$ cat config.mk
export PLATFORM = sky130hd
export DESIGN_NAME = jstk_direction_encoder_flat
export DESIGN_NICKNAME = d
export VERILOG_FILES = /design/src/rtl/jstk_direction_encoder_if.sv /design/src/rtl/jstk_direction_encoder.sv /design/src/flat_wrapper.sv
export SDC_FILE = /design/constraint.sdc
export NUM_CORES = 1
export LEC_CHECK = 0
export ABC_AREA = 1
export CAP_MARGIN = 25
export CORE_MARGIN = 3
export CORE_UTILIZATION = 49
export CTS_BUF_LIST = sky130_fd_sc_hd__clkbuf_4 sky130_fd_sc_hd__clkbuf_8
export CTS_CLUSTER_DIAMETER = 60
export DETAILED_ROUTE_END_ITERATION = 16
export DONT_BUFFER_PORTS = 1
export GPL_TIMING_DRIVEN = 0
export PLACE_DENSITY_LB_ADDON = 0.12
export SLEW_MARGIN = 30
export SYNTH_ARGS = -nofsm -noshare
export SYNTH_HDL_FRONTEND = slang
export SYNTH_SLANG_ARGS = --single-unit
$ cat constraint.sdc
create_clock -name clk_i -period 2.3 [get_ports clk_i]
set_input_delay 0.46 -clock clk_i [delete_from_list [all_inputs] [get_ports clk_i]]
set_output_delay 0.46 -clock clk_i [all_outputs]
set_load 0.005 [all_outputs]
$ cat src/rtl/jstk_direction_encoder_if.sv
// Joystick sample/button inputs and compass-event handshake outputs.
// The slave side is the encoder; the master side drives samples and consumes events.
interface jstk_direction_encoder_if #(
    parameter int unsigned width_p = 10
);
    logic [width_p-1:0] position_x_i;
    logic [width_p-1:0] position_y_i;
    logic               sample_valid_i;
    logic               button_i;
    logic               ready_i;
    logic [1:0]         direction_o;
    logic               valid_o;
    logic [3:0]         deflect_o;
    logic               dropped_o;

    modport master (
        output position_x_i, position_y_i, sample_valid_i, button_i, ready_i,
        input  direction_o, valid_o, deflect_o, dropped_o
    );

    modport slave (
        input  position_x_i, position_y_i, sample_valid_i, button_i, ready_i,
        output direction_o, valid_o, deflect_o, dropped_o
    );
endinterface

$ cat src/rtl/jstk_direction_encoder.sv
// Turns joystick X/Y samples plus a bouncy button into one compass event per
// debounced press, with per-axis hysteresis and a valid/ready handshake.
module jstk_direction_encoder #(
    parameter int unsigned width_p           = 10,
    parameter int unsigned hi_thresh_p       = 640,
    parameter int unsigned lo_thresh_p       = 384,
    parameter int unsigned hyst_p            = 32,
    parameter int unsigned debounce_cycles_p = 120000
) (
    input logic                      clk_i,
    input logic                      reset_n_i,
    jstk_direction_encoder_if.slave  bus
);
    localparam int unsigned CNT_W = $clog2(debounce_cycles_p + 1);
    localparam logic [CNT_W-1:0]   CNT_MAX = CNT_W'(debounce_cycles_p);
    localparam logic [CNT_W-1:0]   CNT_ONE = CNT_W'(1);
    localparam logic [width_p-1:0] HI_SET  = width_p'(hi_thresh_p);
    localparam logic [width_p-1:0] HI_CLR  = width_p'(hi_thresh_p - hyst_p);
    localparam logic [width_p-1:0] LO_SET  = width_p'(lo_thresh_p);
    localparam logic [width_p-1:0] LO_CLR  = width_p'(lo_thresh_p + hyst_p);

    typedef enum logic [1:0] {
        ST_RELEASED,
        ST_PRESS_WAIT,
        ST_PRESSED,
        ST_RELEASE_WAIT
    } btn_state_t;

    btn_state_t       r_state;
    btn_state_t       w_state_nxt;
    logic [CNT_W-1:0] r_cnt;
    logic [CNT_W-1:0] w_cnt_nxt;
    logic             w_press;
    logic             r_press;

    logic             r_left, r_right, r_up, r_down;
    logic [1:0]       r_dir;
    logic             r_valid;
    logic             r_dropped;
    logic [1:0]       w_code;
    logic             w_centred;

    logic [width_p-1:0] w_x;
    logic [width_p-1:0] w_y;

    assign w_x = bus.position_x_i;
    assign w_y = bus.position_y_i;

    // Per-axis hysteresis flags, updated only on new samples.
    always_ff @(posedge clk_i or negedge reset_n_i) begin
        if (!reset_n_i) begin
            r_left  <= 1'b0;
            r_right <= 1'b0;
            r_up    <= 1'b0;
            r_down  <= 1'b0;
        end else if (bus.sample_valid_i) begin
            if (w_x > HI_SET)        r_left  <= 1'b1;
            else if (w_x <= HI_CLR)  r_left  <= 1'b0;
            if (w_x < LO_SET)        r_right <= 1'b1;
            else if (w_x >= LO_CLR)  r_right <= 1'b0;
            if (w_y > HI_SET)        r_up    <= 1'b1;
            else if (w_y <= HI_CLR)  r_up    <= 1'b0;
            if (w_y < LO_SET)        r_down  <= 1'b1;
            else if (w_y >= LO_CLR)  r_down  <= 1'b0;
        end
    end

    always_ff @(posedge clk_i or negedge reset_n_i) begin
        if (!reset_n_i) begin
            r_state <= ST_RELEASED;
            r_cnt   <= '0;
            r_press <= 1'b0;
        end else begin
            r_state <= w_state_nxt;
            r_cnt   <= w_cnt_nxt;
            r_press <= w_press;
        end
    end

    // Debounce FSM: a press fires only on the PRESS_WAIT -> PRESSED transition.
    always_comb begin
        w_state_nxt = r_state;
        w_cnt_nxt   = r_cnt;
        w_press     = 1'b0;
        case (r_state)
            ST_RELEASED: begin
                if (bus.button_i) begin
                    w_state_nxt = ST_PRESS_WAIT;
                    w_cnt_nxt   = CNT_ONE;
                end
            end
            ST_PRESS_WAIT: begin
                if (!bus.button_i) begin
                    w_state_nxt = ST_RELEASED;
                    w_cnt_nxt   = '0;
                end else if (r_cnt == CNT_MAX) begin
                    w_state_nxt = ST_PRESSED;
                    w_cnt_nxt   = '0;
                    w_press     = 1'b1;
                end else begin
                    w_cnt_nxt   = r_cnt + CNT_ONE;
                end
            end
            ST_PRESSED: begin
                if (!bus.button_i) begin
                    w_state_nxt = ST_RELEASE_WAIT;
                    w_cnt_nxt   = CNT_ONE;
                end
            end
            ST_RELEASE_WAIT: begin
                if (bus.button_i) begin
                    w_state_nxt = ST_PRESSED;
                    w_cnt_nxt   = '0;
                end else if (r_cnt == CNT_MAX) begin
                    w_state_nxt = ST_RELEASED;
                    w_cnt_nxt   = '0;
                end else begin
                    w_cnt_nxt   = r_cnt + CNT_ONE;
                end
            end
            default: begin
                w_state_nxt = ST_RELEASED;
                w_cnt_nxt   = '0;
            end
        endcase
    end

    // Priority: left > right > up > down.
    always_comb begin
        w_code    = 2'b00;
        w_centred = !(r_left || r_right || r_up || r_down);
        if (r_left)       w_code = 2'b10;
        else if (r_right) w_code = 2'b01;
        else if (r_up)    w_code = 2'b00;
        else if (r_down)  w_code = 2'b11;
    end

    // Event slot: a completed handshake frees it; a press either fills it or is dropped.
    always_ff @(posedge clk_i or negedge reset_n_i) begin
        if (!reset_n_i) begin
            r_dir     <= 2'b00;
            r_valid   <= 1'b0;
            r_dropped <= 1'b0;
        end else begin
            r_dropped <= 1'b0;
            if (r_valid && bus.ready_i) begin
                r_valid <= 1'b0;
            end
            if (r_press) begin
                if (w_centred) begin
                    r_dropped <= 1'b1;
                end else if (!r_valid || bus.ready_i) begin
                    r_dir   <= w_code;
                    r_valid <= 1'b1;
                end else begin
                    r_dropped <= 1'b1;
                end
            end
        end
    end

    assign bus.direction_o = r_dir;
    assign bus.valid_o     = r_valid;
    assign bus.deflect_o   = {r_left, r_right, r_down, r_up};
    assign bus.dropped_o   = r_dropped;

endmodule

$ cat src/flat_wrapper.sv
// flat-port wrapper written by rule: the top's interface ports become plain ports
module jstk_direction_encoder_flat 
#(
    parameter int unsigned width_p           = 10,
    parameter int unsigned hi_thresh_p       = 640,
    parameter int unsigned lo_thresh_p       = 384,
    parameter int unsigned hyst_p            = 32,
    parameter int unsigned debounce_cycles_p = 120000
)
  (clk_i, reset_n_i, bus_position_x_i, bus_position_y_i, bus_sample_valid_i, bus_button_i, bus_ready_i, bus_direction_o, bus_valid_o, bus_deflect_o, bus_dropped_o);
  jstk_direction_encoder_if #(.width_p(width_p)) bus_i ();
  input logic clk_i;
  input logic reset_n_i;
  input wire logic [$bits(bus_i.position_x_i)-1:0] bus_position_x_i;
  input wire logic [$bits(bus_i.position_y_i)-1:0] bus_position_y_i;
  input wire logic [$bits(bus_i.sample_valid_i)-1:0] bus_sample_valid_i;
  input wire logic [$bits(bus_i.button_i)-1:0] bus_button_i;
  input wire logic [$bits(bus_i.ready_i)-1:0] bus_ready_i;
  output wire logic [$bits(bus_i.direction_o)-1:0] bus_direction_o;
  output wire logic [$bits(bus_i.valid_o)-1:0] bus_valid_o;
  output wire logic [$bits(bus_i.deflect_o)-1:0] bus_deflect_o;
  output wire logic [$bits(bus_i.dropped_o)-1:0] bus_dropped_o;
  assign bus_i.position_x_i = bus_position_x_i;
  assign bus_i.position_y_i = bus_position_y_i;
  assign bus_i.sample_valid_i = bus_sample_valid_i;
  assign bus_i.button_i = bus_button_i;
  assign bus_i.ready_i = bus_ready_i;
  assign bus_direction_o = bus_i.direction_o;
  assign bus_valid_o = bus_i.valid_o;
  assign bus_deflect_o = bus_i.deflect_o;
  assign bus_dropped_o = bus_i.dropped_o;
  jstk_direction_encoder #(.width_p(width_p), .hi_thresh_p(hi_thresh_p), .lo_thresh_p(lo_thresh_p), .hyst_p(hyst_p), .debounce_cycles_p(debounce_cycles_p)) u_core (.clk_i(clk_i), .reset_n_i(reset_n_i), .bus(bus_i));
endmodule
# Yosys cells after proc, flatten, opt, wreduce, memory -nomap -nowiden
# Cells that the tools add are included.
# Widths: inputs -> output; s select.
# word_totals
inputBits	25
latch_bits	0
n_memories	0
regBits	28
wordCells	80
romBits	0
mem_bits_rw	0
# op_classes
n_bitwise	0
muxes	35
div_mod_pow	0
shifts	0
order_cmp	8
n_eq_ne	8
add_sub_neg	1
reduce_logical	18
multipliers	0
# ops
cell	n
$mux 17	5
$pmux 17 s4	1
$ge 10x9->1 const B	2
$gt 10x10->1 const B	2
$le 10x10->1 const B	2
$lt 10x9->1 const B	2
$mux 2	10
$mux 1	18
$add 17x1->17 const B	1
$eq 17x17->1 const B	1
$reduce_and 2->1	5
$pmux 2 s4	1
$reduce_bool 2->1	4
$ne 3x2->1 const B	2
$eq 2x2->1 const B	2
$logic_or 1x1->1	4
$ne 2x2->1 const B	2
$reduce_and 4->1	1
$reduce_and 3->1	1
$eq 2x1->1 const B	1
$logic_not 2->1	1
$logic_and 1x1->1	1
$logic_not 1->1	1

# Logic depth before layout (Yosys ltp)
# Gate-level depths: netlist of run 1.
# depth
depth_word	5
mapped_depth	9
depth_no_buf	9

# Worst setup path before layout of run 1
# No wires, ideal clock.
# synth_timing
kind	flip-flop to flip-flop
startpoint	register u_core.r_cnt[0]
endpoint	register (tool-made name)
t_arrival_ns	1.174
path_stages_with_launch	10
t_required_ns	2.179
path_slack_ns	1.005
period_less_slack_ns	1.295
path_cell_list	dfrtp_1 > inv_1 > ha_1 > nand2_1 > nor2_1 > nand2_1 > nor2_4 > nand2_2 > nand2_1 > o21ai_1
# synth_rtl
element	line_no	source
start, declared	jstk_direction_encoder.sv:31	logic [CNT_W-1:0] r_cnt;
start signal, assigned	jstk_direction_encoder.sv:75	r_cnt <= w_cnt_nxt;

# Worst setup path after layout of run 1
# layout_timing
startpoint	register u_core.r_cnt[1]
endpoint	register u_core.r_cnt[10]
# layout_between
elab_chain_cells	4
elab_cells_between_ends	6
classes_between	add/sub: 1; eq/ne: 1; mux: 4
# layout_lines
element	line_no	source
$add 17x1->17 or $eq 17x17->1 (tied branches)	--	
$mux 17 *	jstk_direction_encoder.sv:96, jstk_direction_encoder.sv:114	
$mux 17, on equally long branches	jstk_direction_encoder.sv:111, jstk_direction_encoder.sv:93	
$pmux 17 s4 *	jstk_direction_encoder.sv:85	case (r_state)
# Every way passes the cells marked *; elsewhere a longest branch is shown, timed or not.
# A chain may end at the register's enable or synchronous reset.

==> run_results.csv, run 1 <==
group,metric,value,unit
status,status,"finished clean",
routing,firstDrtPassIters,4,
die,num_rows,21,
final_layout,n_antenna_cell,0,
final_layout,syn_to_final_growth,8.777,%
setup_path,cp-start-kind,"register",
sta,fin_skew,5.350,ps
global_routing,grt_max_degree,29,
die,die_area,0.004460,sq mm
min_path,hold_path_startpoint,"bus_position_y_i[9]",
clocking,root_buffer,"clkbuf_8",
pwr,p_switching,235.8,uW
min_path,whs_endpoint,"u_core.r_up$_DFFE_PN0P_",
routing,routed.top_layer,"met4",
die,die_x,66.79,microns
min_path,hold_class,"input port to register",
clocking,cts_buffer_depth,2,
setup_path,rr_worst_depth,7,
final_layout,seq_area,700.7,sq um
setup_path,arrival,1670,ps
global_routing,grt_pass1_vias,1418,
clocking,cts_buffers,3,
setup_path,crit_type,"register to register",
clocking,post_cts_buffers,0,
setup_path,crit_fanout,4,
pwr,swShare,23.05,%
routing,drt_iter0_markers,72,
final_layout,nFillCells,341,
yosys,synthesis.area,0.001810,sq mm
clocking,cts_sinks,28,
pwr,pwr-share-clk,37.8,%
final_layout,layout_common_cells,"94 x nand2_1, 36 x inv_1, 29 x nor2_1",
routing,viasPerCell,4.950,
routing,drt-met1-wl,1783,microns
sta,tns,0,ps
routing,routed-wl-met3,158,microns
sta,whs,289.9,ps
yosys,syn_area_per_cell,6.730,sq um
place,dp.final_hpwl,2805,microns
yosys,synth_cell_types,26,
sta,relSlewSlack,74.04,%
routing,drc,0,
sta,worstMarginPinSlew,386.5,ps
setup_path,worst-r2r-setup-slack,800,ps
sta,grt_setup_unrepaired,"false",
yosys,yosysWarningCount,0,
setup_path,r2r-start,"u_core.r_cnt[1]$_DFFE_PN0P_",
place,io_buffers,0,
sta,final_max_slew_viol_count,0,
setup_path,crit_path_end_kind,"register",
yosys,netlist_instances,269,
global_routing,grt_pass1_wl,6299,microns
place,routabilityCongestion,0.8445,
min_path,min_path_cells,2,
routing,via_count,1589,
final_layout,mostFrequentLayoutCell,"nand2_1",
sta,fin_crit_sh,65.33,%
sta,report.final.setup_viol,0,
sta,fmax,665.6,MHz
yosys,netlist.area_leader.share,38.70,%
final_layout,drive_above_1_share,7.636,%
final_layout,nNetsFinal,303,
pwr,combinationalPowerShare,10.9,%
clocking,clk_pin_slew_worst_paths,100,ps
yosys,synth.area.top_cells,"dfrtp_1 39%, nand2_1 19%, inv_1 7.5%",
routing,postRouteAntennaNets,0,
clocking,cts_tree,"built",
clocking,clock_latency,270,ps
global_routing,grt_overflow,0,
pwr,p_leak,0.0009968,uW
die,start_util,52.60,%
routing,drt-total-wl,3646,microns
die,ioPinCount,33,
yosys,post-synth-top-area-cell,"dfrtp_1",
global_routing,antenna_found_initial,0,
global_routing,track_usage,18.17,%
pwr,ir_drop,185.2,uV
routing,wl_met2,1651,microns
sta,period_needed,1502,ps
pwr,seqPwrFrac,51.3,%
yosys,yosysSeqAreaShare,38.70,%
final_layout,fin_util,57.22,%
setup_path,reg2reg_to,"u_core.r_cnt[10]$_DFFE_PN0P_",
die,core,0.003442,sq mm
clocking,cts_max_level,1,
setup_path,required,2470,ps
routing,wl_per_cell,11.36,microns
sta,final_hold_viol_count,0,
pwr,power_density,519.5,mW/mm^2
yosys,syn-num-nets,296,
final_layout,multiInputGateArea,922.1,sq um
job,cap_violations,0,
die,die_y,66.79,microns
yosys,ys_ff_latch,28,
pwr,internal-power,787.3,uW
## state kept, by name (all words and copies together), names as in the netlist, named ones only
name and cells:
u_core.r_cnt 17, u_core.r_state 1, u_core.r_right 1, u_core.r_press 1
u_core.bus.valid_o 1, u_core.r_up 1, u_core.bus.dropped_o 1, u_core.bus.direction_o 2
u_core.r_down 1, u_core.r_left 1
## worst max path at each step
stage               slack, ps                         from  depth (start not counted)                      endpoint
finish                    800  u_core.r_cnt[1]$_DFFE_PN0P_                          7  u_core.r_cnt[10]$_DFFE_PN0P_
global route              600  u_core.r_cnt[1]$_DFFE_PN0P_                          6  u_core.r_cnt[14]$_DFFE_PN0P_
CTS                       770  u_core.r_cnt[0]$_DFFE_PN0P_                          9   u_core.r_cnt[1]$_DFFE_PN0P_
detailed placement        800  u_core.r_cnt[0]$_DFFE_PN0P_                          9   u_core.r_cnt[1]$_DFFE_PN0P_
global placement          830  u_core.r_cnt[1]$_DFFE_PN0P_                          6  u_core.r_cnt[12]$_DFFE_PN0P_
floorplan                1010  u_core.r_cnt[0]$_DFFE_PN0P_                          9                      register
## power groups by stage
| stage | Clock [uW] | Combinational (uW) | Sequential, uW |
|---|---|---|---|
| 6_report | 387 | 112 | 525 |
| 5_1_grt | 426 | 130 | 529 |
| 4_1_cts | 403 | 114 | 525 |
| 3_5_place_dp | 0 | 98.1 | 535 |
| 3_3_place_gp | 0 | 96.6 | 534 |
| 2_1_floorplan | 0 | 82.0 | 529 |
## critical path, cell delays in order (launching register included)
cell and delay [ps]:
dfrtp_1 400, ha_1 220, nand2_1 100, nor2_1 160
nand3_1 160, or2_0 230, nand3_1 80, nand2_1 50
## layer usage
metal | vias up | track usage, %
li1 | 852 | -
met1 | 695 | 24.92
met2 | 37 | 29.95
met3 | 5 | 2.530
met4 | 0 | 4.569
met5 | - | 0
## cell usage after synthesis
library cell,n
xor2_1,3
o31ai_1,2
a21boi_0,1
nor2_1,29
a31oi_1,1
and2_0,1
nand4_1,4
nand3_1,23
o21ai_1,1
a21oi_1,5
o21bai_1,1
xnor2_1,1
nand2_1,94
nor2_4,4
buf_4,6
nand2_2,4
inv_1,36
ha_1,2
dfrtp_1,28
and2_1,1
nor3_1,3
a22o_1,2
inv_2,2
o21ai_0,12
o22ai_1,1
or2_0,2
## stage by stage
step / area, sq um / setup WS (ps) / std cells / power, uW
final: 1969 / 797.5 / 321 / 1023
after global placement: 1868 / 826.6 / 315 / 630.7
after floorplan: 1810 / 1005 / 269 / 611.4
after global routing: 1969 / 601.5 / 321 / 1084
after detailed placement: 1868 / 795.1 / 315 / 633.1
after CTS: 1969 / 770.0 / 321 / 1042
## repair_timing
action                                 CTS  global route
endpoints found under the hold margin   28             0
hold buffers                             2             0
gates resized for setup                  0             0
## logic make-up (layout without fill, tap and decap cells)
kind of cell,count (synthesis),in the layout,share of synthesized area [%]
buffers and inverters,44,50,10.37
flip-flops,28,28,38.70
XOR/XNOR,4,4,1.935
AO/OA/AOI/OAI,26,26,8.293
adder cells (fa/ha/maj),2,2,1.382
AND/OR/NAND/NOR,165,165,39.32
## final cells by class
type	instances	area share (%)
clock buffer	3	2.097
sequential	28	35.58
multi-input combinational	197	46.82
clock inverter	1	1.525
inverter	38	7.243
timing repair buffer	2	1.525
tap	46	2.922
buffer	6	2.287
Power figures use the tool's default switching activity.
==> inputs of run 2 (changes only) <==
clock period = 1.5 ns   (was 2.3 ns; I/O delays follow)
==> run_results.csv, run 2 (synthesis results as in run 1) <==
group,metric,value,unit
status,status,"finished clean",
final_layout,fin_util,58.09,%
clocking,cts_sinks,28,
setup_path,arrival,1580,ps
setup_path,crit_path_end_kind,"register",
final_layout,nNetsFinal,304,
pwr,p_leak,0.0009997,uW
sta,final_hold_viol_count,0,
routing,via_count,1600,
setup_path,crit_fanout,10,
setup_path,reg2reg_to,"u_core.r_cnt[1]$_DFFE_PN0P_",
setup_path,required,1670,ps
final_layout,regMostFlops,"u_core.r_cnt",
die,core,0.003442,sq mm
sta,report.final.setup_viol,0,
setup_path,rr_worst_depth,9,
clocking,cts_buffer_depth,2,
clocking,clk_pin_slew_worst_paths,100,ps
job,cap_violations,0,
pwr,ir_drop,285.0,uV
final_layout,syn_to_final_growth,10.44,%
final_layout,nFillCells,343,
clocking,clock_latency,270,ps
clocking,cts_buffers,3,
sta,grt_setup_unrepaired,"true",
place,dp.final_hpwl,2805,microns
sta,worstMarginPinSlew,262.9,ps
routing,postRouteAntennaNets,0,
sta,fin_crit_sh,94.44,%
global_routing,grt_pass1_wl,6313,microns
clocking,root_buffer,"clkbuf_8",
setup_path,r2r-start,"u_core.r_cnt[0]$_DFFE_PN0P_",
sta,relSlewSlack,82.38,%
final_layout,n_antenna_cell,0,
die,num_rows,21,
routing,drc,0,
pwr,finalPower,1579,uW
place,io_buffers,0,
final_layout,instances_no_fill,322,
setup_path,crit_end,"u_core.r_cnt[1]$_DFFE_PN0P_",
die,die_area,0.004460,sq mm
routing,wl_per_cell,11.46,microns
routing,drt_iter0_markers,69,
sta,period_needed,1417,ps
die,ioPinCount,33,
final_layout,largest_register_ffs,17,
final_layout,drive_above_1_share,10.87,%
setup_path,crit_type,"register to register",
sta,final_max_slew_viol_count,0,
sta,fmax,706.0,MHz
final_layout,mostFrequentLayoutCell,"nand2_1",
global_routing,grt_max_degree,29,
die,die_x,66.79,microns
place,routabilityCongestion,0.8445,
global_routing,track_usage,18.20,%
setup_path,startpoint,"u_core.r_cnt[0]$_DFFE_PN0P_",
global_routing,grt_overflow,0,
setup_path,cp-start-kind,"register",
clocking,cts_max_level,1,
sta,fin_skew,4.455,ps
min_path,hold_class,"input port to register",
pwr,power_density,789.7,mW/mm^2
routing,viasPerCell,4.969,
routing,firstDrtPassIters,4,
routing,drt-total-wl,3690,microns
die,die_y,66.79,microns
global_routing,grt_pass1_vias,1423,
final_layout,layout_common_cells,"92 x nand2_1, 35 x inv_1, 28 x dfrtp_1",
global_routing,antenna_found_initial,0,
place,dp_cells,315,
clocking,cts_tree,"built",
setup_path,worst-r2r-setup-slack,80,ps
die,start_util,52.60,%
run 2: repair_timing:
item                                    in CTS  in global routing
pin swaps                                    1                  2
endpoints found under the setup margin       3                 18
resized for setup                            3                  7
buffers inserted                             0                  1
endpoints found under the hold margin       28                  0
hold buffers                                 2                  0
run 2: metal layers:
layer  GRT usage [%]  routed length [microns]  share of wire [%]
met3           2.530                      152                4.1
met5               0                        0                  0
met2           29.95                     1690                 46
met4           4.569                       11               0.30
met1           25.03                     1835                 50
run 2: per-stage QoR:
stage | setup TNS (ps) | worst slack (ps) | cell area [sq um] | hold slack, ps
finish | 0 | 83.47 | 1999 | 130.3
global route | -391.1 | -63.54 | 1999 | 136.3
CTS | 0 | 1.232 | 1977 | 124.3
detailed placement | -6.311 | -4.933 | 1868 | 5.066
global placement | 0 | 26.63 | 1868 | 4.992
floorplan | 0 | 205.1 | 1810 | 4.409
run 2: final cells by class:
class / count / area (sq um) / share of cell area (%)
inverters: 38 / 142.6 / 7.134
well taps: 46 / 57.56 / 2.879
repair buffers: 3 / 37.54 / 1.877
clock buffers: 3 / 41.29 / 2.065
multi-input cells: 197 / 944.7 / 47.25
plain buffers: 6 / 45.04 / 2.253
flip-flops and latches: 28 / 700.7 / 35.04
clock inverters: 1 / 30.03 / 1.502
run 2: worst min-delay path by stage:
stage                              startpoint                              to  slack, ps  cells after the start
after global placement              reset_n_i    u_core.bus.valid_o$_DFF_PN0_          5                      0
after floorplan                     reset_n_i      asynchronous set/reset pin          4                      0
after global routing      bus_position_x_i[9]       u_core.r_left$_DFFE_PN0P_        140                      2
after detailed placement            reset_n_i  u_core.bus.dropped_o$_DFF_PN0_          5                      0
final                     bus_position_y_i[9]         u_core.r_up$_DFFE_PN0P_        130                      2
after CTS                 bus_position_y_i[9]         u_core.r_up$_DFFE_PN0P_        120                      2
run 2: power breakdown:
part | total [uW] | switching [uW] | internal, uW
registers | 805 | 28.1 | 777
clock network | 595 | 238 | 357
logic | 179 | 101 | 78.0
total | 1580 | 367 | 1210
run 2: critical path: stages (launching register included):
cell,delay (ps)
dfrtp_1,420
inv_2,90
ha_1,150
nand2_1,60
nor2_2,120
nand2_2,80
nor2_4,160
nor2_4,90
nand2_1,60
o21ai_1,70
